$ cat config.mk
export PLATFORM = sky130hd
export DESIGN_NAME = run_length_sched
export DESIGN_NICKNAME = d
export VERILOG_FILES = /design/src/rtl/run_length_sched.sv
export SDC_FILE = /design/constraint.sdc
export NUM_CORES = 1
export LEC_CHECK = 0
export ABC_AREA = 1
export BUFFER_PORTS_ARGS = -buffer_cell sky130_fd_sc_hd__buf_2
export CORE_MARGIN = 1.5
export CORE_UTILIZATION = 30
export DETAILED_ROUTE_END_ITERATION = 8
export GPL_ROUTABILITY_DRIVEN = 0
export HOLD_SLACK_MARGIN = 0.08
export PLACE_DENSITY = 0.49
export SLEW_MARGIN = 15
export SYNTH_ARGS = -nofsm -noshare
export SYNTH_HDL_FRONTEND = slang
export SYNTH_SLANG_ARGS = --single-unit
$ cat constraint.sdc
create_clock -name clk -period 4.8 [get_ports clk]
set_input_delay 0.48 -clock clk [delete_from_list [all_inputs] [get_ports clk]]
set_output_delay 0.48 -clock clk [all_outputs]
set_load 0.01 [all_outputs]
$ cat src/rtl/run_length_sched.sv
// rtl/run_length_sched.sv - sample sequencing, run-length tracking and match counting for the run-length recognizer
// Optional auto-sample prescaler compiled in with RLC_AUTO_STEP_EN.
module run_length_sched #(
    parameter int RUN_LEN       = 4,
    parameter int CNT_W         = 4,
    parameter int MCNT_W        = 8,
    parameter int PRESCALE      = 50000000,
    parameter int HALT_ON_MATCH = 0
) (
    input  logic              clk,
    input  logic              rst,
    input  logic              start,
    input  logic              stop,
    input  logic              mode,
    input  logic              step,
    input  logic              w,
    output logic              sample_en,
    output logic              z,
    output logic [CNT_W-1:0]  run_len,
    output logic [MCNT_W-1:0] match_cnt,
    output logic [1:0]        state
);

    typedef enum logic [1:0] {
        S_IDLE = 2'd0,
        S_RUN  = 2'd1,
        S_HOLD = 2'd2
    } state_t;

    localparam logic [CNT_W-1:0]  RL_MAX    = '1;
    localparam logic [MCNT_W-1:0] MC_MAX    = '1;
    localparam logic [CNT_W-1:0]  RUN_LEN_C = CNT_W'(RUN_LEN);

    state_t            r_state;
    state_t            w_next;
    logic [CNT_W-1:0]  r_run_len;
    logic [MCNT_W-1:0] r_match_cnt;
    logic              r_prev_w;
    logic              r_first;
    logic              r_z;
    logic              w_trig;
    logic              w_sample;
    logic [CNT_W-1:0]  w_new_len;
    logic              w_match;

`ifdef RLC_AUTO_STEP_EN
    localparam int PW = (PRESCALE > 2) ? $clog2(PRESCALE) : 1;
    logic [PW-1:0] r_presc;
    logic          w_tick;

    assign w_tick = (r_presc == PW'(PRESCALE - 1));
    assign w_trig = mode ? w_tick : step;

    // Free-runs only while sampling automatically; any other condition restarts it
    always_ff @(posedge clk) begin
        if (rst) begin
            r_presc <= '0;
        end else if (r_state == S_RUN && mode && !stop) begin
            r_presc <= w_tick ? '0 : r_presc + 1'b1;
        end else begin
            r_presc <= '0;
        end
    end
`else
    localparam int unused_prescale = PRESCALE;
    logic w_unused_mode;
    assign w_unused_mode = mode;
    assign w_trig        = step;
`endif

    assign w_sample = !rst && (r_state == S_RUN) && !stop && w_trig;

    always_comb begin
        w_new_len = 1'b1;
        if (!r_first && (w == r_prev_w)) begin
            w_new_len = (r_run_len == RL_MAX) ? RL_MAX : r_run_len + 1'b1;
        end
    end

    // A run that is already at RUN_LEN (including a saturated one) cannot match again
    assign w_match = (w_new_len == RUN_LEN_C) && (r_run_len != RUN_LEN_C);

    always_comb begin
        w_next = r_state;
        if (stop) begin
            w_next = S_IDLE;
        end else begin
            case (r_state)
                S_IDLE: if (start) w_next = S_RUN;
                S_RUN:  if (w_sample && w_match && HALT_ON_MATCH != 0) w_next = S_HOLD;
                S_HOLD: if (start) w_next = S_RUN;
                default: w_next = S_IDLE;
            endcase
        end
    end

    always_ff @(posedge clk) begin
        if (rst) begin
            r_state <= S_IDLE;
        end else begin
            r_state <= w_next;
        end
    end

    always_ff @(posedge clk) begin
        if (rst) begin
            r_run_len   <= '0;
            r_match_cnt <= '0;
            r_prev_w    <= 1'b0;
            r_first     <= 1'b0;
            r_z         <= 1'b0;
        end else if (stop) begin
            if (r_state != S_IDLE) r_z <= 1'b0;
        end else if (r_state == S_IDLE && start) begin
            r_run_len <= '0;
            r_z       <= 1'b0;
            r_first   <= 1'b1;
        end else if (w_sample) begin
            r_run_len <= w_new_len;
            r_prev_w  <= w;
            r_first   <= 1'b0;
            r_z       <= (w_new_len >= RUN_LEN_C);
            if (w_match && r_match_cnt != MC_MAX) r_match_cnt <= r_match_cnt + 1'b1;
        end
    end

    assign sample_en = w_sample;
    assign z         = r_z;
    assign run_len   = r_run_len;
    assign match_cnt = r_match_cnt;
    assign state     = r_state;

endmodule

# Yosys cells after proc, flatten, opt, wreduce, memory -nomap -nowiden
# Index checks and enable logic that the tools add are counted.
# W data, S select, Z words.
# word_totals
reg_bits	17
output_inout_bits	16
# op_classes
n_addsub	2
order_cmp	1
n_eq_ne	9
n_mux	12
bitwise_logic	3
reduce_logical	21
# ops
operator	count
$mux W4	4
$add A8 B1 Y8 const B	1
$ne A8 B8 Y1 const B	1
$logic_and A1 B1 Y1	7
$mux W1	6
$reduce_and A2 Y1	3
$add A4 B1 Y4 const B	1
$eq A4 B3 Y1 const B	1
$eq A4 B4 Y1 const B	1
$ge A4 B3 Y1 const B	1
$ne A2 B1 Y1 const B	2
$ne A4 B3 Y1 const B	1
$pmux W2 S2	1
$reduce_and A4 Y1	1
$reduce_bool A2 Y1	2
$reduce_or A2 Y1	2
$logic_not A1 Y1	3
$not A1 Y1	3
$reduce_and A3 Y1	1
$reduce_bool A3 Y1	1
$eq A2 B1 Y1 const B	1
$eq A2 B2 Y1 const B	1
$logic_not A2 Y1	1
$mux W2	1
$eq A1 B1 Y1	1

# Longest topological paths before layout
# logic_depth
depth_word	7
ltp_mapped	12
mapped_depth_nobuf	11

# Worst setup path after synthesis
# No wires, ideal clock.
# synth_timing
path_type	reg-to-reg
from	register r_run_len[0] (netlist: run_len[0])
to	register r_match_cnt[5] (netlist: match_cnt[5])
setup_ns	0.113
t_arrival_ns	1.538
required_time_ns	4.687
path_slack_ns	3.149
path_stages_with_launch	11
path_buffers	1
period_less_slack_ns	1.651
cell_sequence	dfxtp_1 -> inv_1 -> ha_1 -> inv_1 -> nand2_1 -> nand3b_1 -> nor2_4 -> buf_6 -> nand3_1 -> nand2_1 -> nor2_1
# synth_via
elab_chain_cells	7
word_cells_on_any_way	9
cone_classes	add/sub (1); eq/ne (3); mux (2); reduce/logical (3)
# synth_rtl
item	line_no	rtl
start, declared	36	logic [CNT_W-1:0] r_run_len;
start signal, assigned	119	r_run_len <= w_new_len;
$add A4 B1 Y4 or $eq A4 B4 Y1 (tied branches)	76	w_new_len = (r_run_len == RL_MAX) ? RL_MAX : r_run_len + 1'b1;
$mux W4	76	
$mux W4	75	if (!r_first && (w == r_prev_w)) begin
$eq A4 B3 Y1	81	assign w_match = (w_new_len == RUN_LEN_C) && (r_run_len != RUN_LEN_C);
$logic_and A1 B1 Y1 *	81	
$logic_and A1 B1 Y1 *	123	if (w_match && r_match_cnt != MC_MAX) r_match_cnt <= r_match_cnt + 1'b1;
$reduce_and A4 Y1 (no line) *	--	
end signal, assigned	123	
end, declared	37	logic [MCNT_W-1:0] r_match_cnt;
# Mark *: on every way between the ends. The rest lies on a longest branch, timed or not.
# A chain may end at the register's enable or synchronous reset.

# Final worst setup path
# layout_timing
from	register r_run_len[0] (netlist: run_len[0])
to	register r_match_cnt[7] (netlist: match_cnt[7])
# Same word-level chain as after synthesis.

==> results.md <==
* Status: complete, no violations
* CP Launch Type: flop
* Net count after synthesis at 148
* Final setup TNS at 0 ns
* Yosys top cell by area: dfxtp_1
* CTS clk-pin slew, worst paths at ~0.090 ns
* Tot GR Track Use at between 10% and 20%
* Grt total ovfl at 0
* Die footprint at 3500 µm²
* H-tree levels at 1
* Final hold vios at 0
* Total setup buffers inserted after CTS at 0
* Share of layout cells above drive strength 1 at 25.3%
* Die height at 59.2 µm
* Clock Path Buffers at 2
* CORE AREA at 3030 µm²
* Fin worst setup slack at 2.98 ns
* Pins over their slew limit at 0
* RSZ-0062 raised after global routing: false
* Maximum number of pins on one net before global-route repair at 13
* Setup-failing EPs final at 0
* Cells after Synth at 138
* # hold bufs at CTS at 0
* Flops & latches, synth at 16
* Tcrit/Tclk final at 37.9%
* Peak supply drop at 0.000106 V
* I/O pins at 23
* Dpl cell area at 1070 µm²
* Die Wd at around 60 µm
* Arrival @ worst endpoint at 2.00 ns
* Fin area at around 1100 µm²
* Cell Rows at 20
* Final WL at 1940 µm
* Sequential share of the synthesized area at 33.9%
* Post-Syn Area at 946 µm²
* Ant. Diodes at 0
* Max FO, Critical Path at 12
* Avg Cell Area, Syn at 6.85 µm²
* CP endpoint kind: flop
* Ys Warns at 0
* Crit Path Category: reg -> reg
* Clock Latency Late Sink at 0.28 ns
* CP required at around 5.0 ns
* Pwr per Cell Area at 201 nW/µm²
* Top-area cell type share of the netlist area at 33.9%
* Max_cap viols at 0
* CTS-repair resized insts at 0
* Vias in the first global route at 802
* Initial antenna violation count at 0
* Finished Core Util at 36.2%
* Fmax achieved at ~0.55 GHz
* Vias at 898
* Dpl ws at 2.98 ns
* Wire length per cell at between 9 and 10 µm
* Detailed placement HPWL at 1540 µm
* Initial Utilization at about 31%
* Synth cell types at 24
* DRC at 0
* Clk root buf: clkbuf_4
* Routed Antenna Nets at 0
* Clock Sinks at 16
* CTS tree: built
* Nets at 170
* 1st-pass router iterations at 4
* HP Class: reg -> reg
* Minimum clock period at 1.82 ns
* Hold-critical path depth at 2
* Register-to-Register Path Depth at 9
* Leading post-synthesis cells by cell area: dfxtp_1 34%, nand2_1 13%, nand3_1 7.4%
* Routed vias/inst at 4.45
* CTS Buf Count at 3
* Synth-to-Final Area Change at 16.0%
* Static leakage at approximately 0.00047 µW
* First-pass GRT wire length at between 3000 and 4000 µm
* DRT iter0 DRCs at 62
* Setup Skew at 0.000803 ns
* PortBufs at 20
## worst max-delay path: stages (launching register included)
cell      delay (ns)
dfxtp_1         0.43
inv_1           0.07
ha_1            0.28
inv_1           0.09
nand2_1         0.05
nand3b_1        0.22
nor2_4          0.35
nand3_1         0.12
nand2_1         0.08
nor2_1          0.04
## final cells by class
class                           instances  area (µm²)
Fill cell                             323        1930
Timing Repair Buffer                   20         100
Multi-Input combinational cell        100         528
Clock buffer                            3        22.5
Inverter                               19        71.3
Tap cell                               44        55.1
Sequential cell                        16         320
## cell usage after synthesis, drive strengths merged
cell type	instances
o21ai	5
a31oi	1
a21oi	14
nand3b	1
inv	18
nand4	2
clkinv	1
nor2	19
dfxtp	16
buf	3
ha	3
nand3	15
nand2	36
conb	1
nor3	2
or3b	1
## layout by cell type, fill, tap and decap left out, types with 2 or more instances in the layout
master / synthesis / routed
nand4_1: 2 / 2
nor2_4: 4 / 4
nand3_1: 14 / 14
nor2_1: 14 / 14
nand2_1: 34 / 34
o21ai_0: 3 / 3
dfxtp_1: 16 / 16
inv_1: 16 / 16
ha_1: 3 / 3
inv_2: 2 / 2
clkbuf_4: 0 / 3
buf_2: 0 / 20
nand2_2: 2 / 2
nor3_1: 2 / 2
a21oi_1: 8 / 8
o21ai_1: 2 / 2
a21oi_2: 6 / 6
## stage by stage
step	hold WS, ns	total power [µW]	cells
final	0.478	220	202
after global routing	0.477	234	202
after CTS	0.476	224	202
after detailed placement	0.462	155	199
after global placement	0.455	154	199
after floorplan	0.445	150	138
## layer usage
layer / vias to the layer above / GRT usage, % / wire length [µm]
li1: 484 / - / -
met1: 394 / 18.7 / 1010
met2: 16 / 18.4 / 829
met3: 4 / 1.31 / 69
met4: 0 / 5.84 / 34
met5: - / 0 / 0
## sequential cells by signal, indices dropped and copies added (netlist names)
name and flops:
run_len 4, match_cnt 8, r_first 1, z 1, state 1, r_prev_w 1
## kinds of logic (layout without fill, tap and decap cells)
family                     after synthesis  after routing  synth area share [%]
other                                    1              1                 0.396
and+or+nand+nor                         76             76                  38.4
buffers and inverters                   22             42                  10.3
DFF                                     16             16                  33.9
adders and majority gates                3              3                  3.97
AOI/OAI and AO/OA                       20             20                  13.1
## power breakdown
| group | leakage (µW) | internal, µW | switching (µW) | total (µW) |
|---|---|---|---|---|
| logic | 0.000331 | 5.58 | 10.5 | 16.1 |
| registers | 0.000129 | 134 | 1.39 | 135 |
| clock network | 0.0000138 | 29.1 | 40.0 | 69.0 |
| total | 0.000474 | 169 | 51.8 | 220 |
## final timing paths
| check | startpoint | to | slack [ns] |
|---|---|---|---|
| max | run_len[0] | match_cnt[7] | 2.98 |
| max reg2reg | run_len[0] | match_cnt[7] | 2.98 |
| min reg2reg | r_prev_w | r_prev_w | 0.48 |
| min | r_prev_w | r_prev_w | 0.48 |
Note: power is estimated with default switching activity, not from simulation.
